`config.mk`:
```
export PLATFORM = sky130hd
export DESIGN_NAME = multicycle_control
export DESIGN_NICKNAME = d
export VERILOG_FILES = /design/src/rtl/multicycle_control.sv
export SDC_FILE = /design/constraint.sdc
export NUM_CORES = 1
export LEC_CHECK = 0
export CAP_MARGIN = 20
export CORE_MARGIN = 1.5
export CORE_UTILIZATION = 35
export DETAILED_ROUTE_END_ITERATION = 12
export PLACE_DENSITY_LB_ADDON = 0.12
export SLEW_MARGIN = 20
export SYNTH_ARGS = -nofsm -noshare
export SYNTH_HDL_FRONTEND = slang
export SYNTH_SLANG_ARGS = --single-unit
```
`constraint.sdc`:
```
create_clock -name clk -period 1.6 [get_ports clk]
set_input_delay 0.32 -clock clk [delete_from_list [all_inputs] [get_ports clk]]
set_output_delay 0.32 -clock clk [all_outputs]
set_load 0.01 [all_outputs]
```
`src/rtl/multicycle_control.sv`:
```
// Multicycle datapath control: Moore FSM plus ALU decoder driving the ALU operation select.
// Optional macro BNE_EN adds bne (op 000101) as a branch-on-not-equal through the BRANCH state.
module multicycle_control #(
  parameter bit ILLEGAL_TRAP = 1'b0
) (
  input  logic       clk,
  input  logic       reset,
  input  logic [5:0] op,
  input  logic [5:0] funct,
  input  logic       zero,
  output logic       pc_en,
  output logic       ir_write,
  output logic       mem_write,
  output logic       reg_write,
  output logic       i_or_d,
  output logic       mem_to_reg,
  output logic       reg_dst,
  output logic       alu_src_a,
  output logic [1:0] alu_src_b,
  output logic [1:0] pc_src,
  output logic [2:0] alu_control,
  output logic       illegal_op,
  output logic [3:0] state
);

  typedef enum logic [3:0] {
    S_FETCH    = 4'd0,
    S_DECODE   = 4'd1,
    S_MEMADR   = 4'd2,
    S_MEMREAD  = 4'd3,
    S_MEMWB    = 4'd4,
    S_MEMWRITE = 4'd5,
    S_EXECR    = 4'd6,
    S_ALUWB    = 4'd7,
    S_BRANCH   = 4'd8,
    S_ADDIEX   = 4'd9,
    S_ADDIWB   = 4'd10,
    S_JUMP     = 4'd11,
    S_HALT     = 4'd12
  } state_t;

  localparam logic [5:0] OP_LW    = 6'b100011;
  localparam logic [5:0] OP_SW    = 6'b101011;
  localparam logic [5:0] OP_RTYPE = 6'b000000;
  localparam logic [5:0] OP_BEQ   = 6'b000100;
  localparam logic [5:0] OP_ADDI  = 6'b001000;
  localparam logic [5:0] OP_J     = 6'b000010;
`ifdef BNE_EN
  localparam logic [5:0] OP_BNE   = 6'b000101;
`endif

  localparam logic [2:0] ALU_ADD = 3'b000;
  localparam logic [2:0] ALU_SUB = 3'b001;
  localparam logic [2:0] ALU_AND = 3'b010;
  localparam logic [2:0] ALU_OR  = 3'b011;
  localparam logic [2:0] ALU_SLT = 3'b101;
  localparam logic [2:0] ALU_BAD = 3'b111;

  state_t state_q, state_d;
  logic   pc_write, branch, branch_ne;
  logic   ir_w, mem_w, reg_w, illegal;
  logic   branch_taken;

  function automatic logic [2:0] alu_decode(input logic [5:0] f);
    case (f)
      6'b100000: alu_decode = ALU_ADD;
      6'b100010: alu_decode = ALU_SUB;
      6'b100100: alu_decode = ALU_AND;
      6'b100101: alu_decode = ALU_OR;
      6'b101010: alu_decode = ALU_SLT;
      default:   alu_decode = ALU_BAD;
    endcase
  endfunction

  always_ff @(posedge clk or posedge reset) begin
    if (reset) state_q <= S_FETCH;
    else       state_q <= state_d;
  end

  always_comb begin
    state_d     = S_FETCH;
    pc_write    = 1'b0;
    branch      = 1'b0;
    branch_ne   = 1'b0;
    ir_w        = 1'b0;
    mem_w       = 1'b0;
    reg_w       = 1'b0;
    illegal     = 1'b0;
    i_or_d      = 1'b0;
    mem_to_reg  = 1'b0;
    reg_dst     = 1'b0;
    alu_src_a   = 1'b0;
    alu_src_b   = 2'b00;
    pc_src      = 2'b00;
    alu_control = ALU_ADD;
    case (state_q)
      S_FETCH: begin
        state_d   = S_DECODE;
        ir_w      = 1'b1;
        pc_write  = 1'b1;
        alu_src_b = 2'b01;
      end
      S_DECODE: begin
        // ALU speculatively forms PC + (imm<<2) so BRANCH can use ALUOut
        alu_src_b = 2'b11;
        case (op)
          OP_LW, OP_SW: state_d = S_MEMADR;
          OP_RTYPE:     state_d = S_EXECR;
          OP_BEQ:       state_d = S_BRANCH;
          OP_ADDI:      state_d = S_ADDIEX;
          OP_J:         state_d = S_JUMP;
`ifdef BNE_EN
          OP_BNE:       state_d = S_BRANCH;
`endif
          default: begin
            illegal = 1'b1;
            state_d = ILLEGAL_TRAP ? S_HALT : S_FETCH;
          end
        endcase
      end
      S_MEMADR: begin
        state_d   = (op == OP_SW) ? S_MEMWRITE : S_MEMREAD;
        alu_src_a = 1'b1;
        alu_src_b = 2'b10;
      end
      S_MEMREAD: begin
        state_d = S_MEMWB;
        i_or_d  = 1'b1;
      end
      S_MEMWB: begin
        reg_w      = 1'b1;
        mem_to_reg = 1'b1;
      end
      S_MEMWRITE: begin
        i_or_d = 1'b1;
        mem_w  = 1'b1;
      end
      S_EXECR: begin
        state_d     = S_ALUWB;
        alu_src_a   = 1'b1;
        alu_control = alu_decode(funct);
      end
      S_ALUWB: begin
        reg_w   = 1'b1;
        reg_dst = 1'b1;
      end
      S_BRANCH: begin
        alu_src_a   = 1'b1;
        alu_control = ALU_SUB;
        pc_src      = 2'b01;
`ifdef BNE_EN
        branch_ne   = (op == OP_BNE);
        branch      = ~branch_ne;
`else
        branch      = 1'b1;
`endif
      end
      S_ADDIEX: begin
        state_d   = S_ADDIWB;
        alu_src_a = 1'b1;
        alu_src_b = 2'b10;
      end
      S_ADDIWB: reg_w = 1'b1;
      S_JUMP: begin
        pc_src   = 2'b10;
        pc_write = 1'b1;
      end
      S_HALT: state_d = S_HALT;
      default: state_d = S_FETCH;
    endcase
  end

  // Enables are masked by reset so nothing writes while the async reset is held
  assign branch_taken = (branch & zero) | (branch_ne & ~zero);
  assign pc_en        = ~reset & (pc_write | branch_taken);
  assign ir_write     = ~reset & ir_w;
  assign mem_write    = ~reset & mem_w;
  assign reg_write    = ~reset & reg_w;
  assign illegal_op   = ~reset & illegal;
  assign state        = state_q;

endmodule

```
==> results.yml <==
power_and_ir_drop:
  internal-power_w: 0.000746
  seqPwrFrac: 0.117
  p_leak_nw: 0.539
  powerDensity_nw_per_um2: 1170
  p_comb_frac: 0.769
  total_power_w: 0.00134
  p_clk_frac: 0.113
  p_sw_w: 0.000592
  ir_drop_mv: 1.08
  p_sw_frac: 0.442
layout:
  fillers: 113
  post-route-util: 0.766
  syn2layout_area_growth_pct: 107
  antenna_cells: 0
  final_layout_size_suffix_gt1_frac: 0.440
  largest_register_ffs: 4
  finalNetCount: 157
logic_synthesis:
  yosys-top-cells-area: "dfrtp_1 18%, nor3_1 6.4%, nor2_1 6.1%"
  synth_top_family_by_area: "simple AND/OR/NAND/NOR gates"
  synthCells: 79
  synthMuxAreaShare: 0.0182
  yosys_register_bits: 4
  synth_area_um2: 551
  ys.flop_type: "dfrtp_1"
  synth-simple-area-share: 0.450
  synth_compound_area_frac: 0.216
  synthAdderAreaFrac: 0
  async_flop_share: 1.00
  yosysTopAreaCell: "dfrtp_1"
  syn_nets: 94
  synth_xor_area_frac: 0.0636
  ys_seq_area_frac: 0.182
  syn_area_per_cell_um2: 6.97
  synth_cell_types: 33
  yosysWarnings: 0
  netlist.area_leader.share: 0.182
  synth-edff-count: 0
min_path:
  hold_path.class: "in -> async"
floorplan:
  core_um2: 1490
  die_h_um: 42.7
  dieArea_um2: 1820
  pin_count: 35
  row_count: 14
  start_util: 0.370
  die_w_um: 42.7
worst_setup_path:
  worst-r2r-cell-count: 6
  worst_path_largest_cell_delay_ns: 0.40
  ff2ff_setup_slack_ns: 0.11
  cp_data_required_time_ns: 1.28
  worstPathArrival_ns: 1.53
  critPathKind: "reg -> out"
  critPathCaptureType: "output pin"
  cpMaxStageDelayCell: "or3b_4"
  crit_path_max_fanout: 2
  r2r_start: "state[1]"
  timing.rr.end: "state[0]"
  critPathLaunchType: "flip-flop"
  cp_cell_sequence: "or3b_4 -> or2_1 -> a21oi_1 -> buf_2"
sta:
  period_minus_slack_ns: 1.85
  setup_ws_ns: -0.254
  rsz0062_at_grt: "yes"
  worst-slew-pin-transition_ns: 0.324
  finalSetupTns_ns: -2.23
  fmax_mhz: 539
  max_slew_margin: 0.783
  period_share: 1.16
  setup_viol: 14
  finClkSkew_ns: 0.00641
  finalHoldViolCount: 0
  report.final.slew_viol_count: 0
routing:
  drt-total-wl_um: 2160
  wire_per_inst_um: 13.8
  firstDrtPassIters: 4
  drc_errors: 0
  drt-vias-per-instance: 5.41
  drtIter0Drc: 11
  detail-route-antenna-nets: 0
  vias: 850
global_route:
  track_usage: 0.248
  grt_max_degree: 17
  grt_pass1_wl_um: 3530
  grt_pass1_vias: 850
  antenna_found_initial: 0
  grt.overflow.total: 0
clocking:
  cts.sinks: 4
  tritoncts: "built"
  ctsHtreeMaxLevel: 1
  path_clk_slew_ns: 0.05
  root_buffer: "clkbuf_4"
  clk_path_buf_depth: 2
  cts_buffers: 3
  insertion_delay_ns: 0.25
outcome:
  violations: "negative setup slack"
  status: "finished with violations"
placed_design:
  place_hpwl_um: 1570
  gp_congestion: 0.865
  io_buffers: 34
  detailedPlace.worstSlack_ns: -0.707
run:
  cap_violations: 0
[critical path: cells and delay by family, from the launching register on]
family	cells	cell delay (ns)
AOI/OAI and AO/OA	1	0.12
buffers and inverters	1	0.14
DFF	1	0.39
and+or+nand+nor	2	0.63
[routing by layer]
layer	vias to the layer above	part of all wire	global-route usage
met5	-	0	0
met1	397	0.42	0.301
met2	28	0.52	0.433
met4	0	0.022	0.0938
met3	7	0.040	0.0383
li1	418	-	-
[what timing repair did]
item                       CTS  global route
pin swaps                    8             1
hold buffers                 0             0
setup endpoints to repair   19            17
setup buffers                3             1
gates resized for setup     88            10
cloned                       0             0
[through the flow]
step,std cells,cell area (um2),hold slack [ns]
after detailed placement,149,1080,0.658
after global placement,149,1080,0.661
after floorplan,79,552,0.0860
after CTS,156,1100,0.452
after global routing,157,1140,0.493
final,157,1140,0.444
[power groups by stage]
stage / combinational, W / clock (W) / sequential (W)
after floorplan: 0.000381 / 0 / 0.000188
after global placement: 0.000943 / 0 / 0.000146
after detailed placement: 0.000950 / 0 / 0.000148
after CTS: 0.000964 / 0.000146 / 0.000152
after global routing: 0.00111 / 0.000158 / 0.000160
final: 0.00103 / 0.000152 / 0.000157
[Yosys cell counts (2+ instances only)]
library cell / count
nor2b_1: 2
o211ai_1: 2
dfrtp_1: 4
nand2b_1: 4
a21oi_1: 4
inv_1: 4
nor4_1: 2
and3_1: 3
o21ai_0: 3
nand2_1: 3
or3b_1: 3
buf_2: 4
nor3b_1: 2
nor2_1: 9
nand3_1: 4
nor3_1: 7
xor2_1: 3
[area by class of cell]
class	instances	area, um2	area share
timing repair buffer	63	502	0.440
multi-input combinational	66	475	0.417
sequential	4	101	0.0889
clock buffer	4	26.3	0.0231
tap	16	20.0	0.0176
inverter	4	15.0	0.0132
[how the worst max path moves through the flow]
| stage | from | to | slack (ns) |
|---|---|---|---|
| finish | state[0] | alu_control[1] | -0.25 |
| global route | state[3] | alu_control[1] | -0.31 |
| CTS | state[3] | alu_control[2] | -0.25 |
| detailed placement | op[0] | illegal_op | -0.71 |
| global placement | op[0] | illegal_op | -0.66 |
| floorplan | state[0] | alu_control[1] | -0.02 |
[cells in the final DEF (no fill, tap or decap), drive strengths merged, types with 2 or more instances in the layout]
cell and count:
nor2 9, and3 3, nand3 4, xor2 3, clkbuf 4, nand2b 4
nor2b 2, or3b 3, o211ai 2, nor3b 2, o21ai 3, inv 4
a21oi 4, dfrtp 4, or2 2, dlygate4sd2 7, nand2 3, nor3 7
clkdlybuf4s15 3, nor4 2, buf 44, clkdlybuf4s50 9
[cells by family (layout without fill, tap and decap cells)]
family,Yosys count,count (layout)
AO/OA/AOI/OAI,17,17
XOR/XNOR,4,4
buffers and inverters,9,71
flip-flops,4,4
multiplexers,1,1
AND/OR/NAND/NOR,44,44
Power figures use the tool's default switching activity.
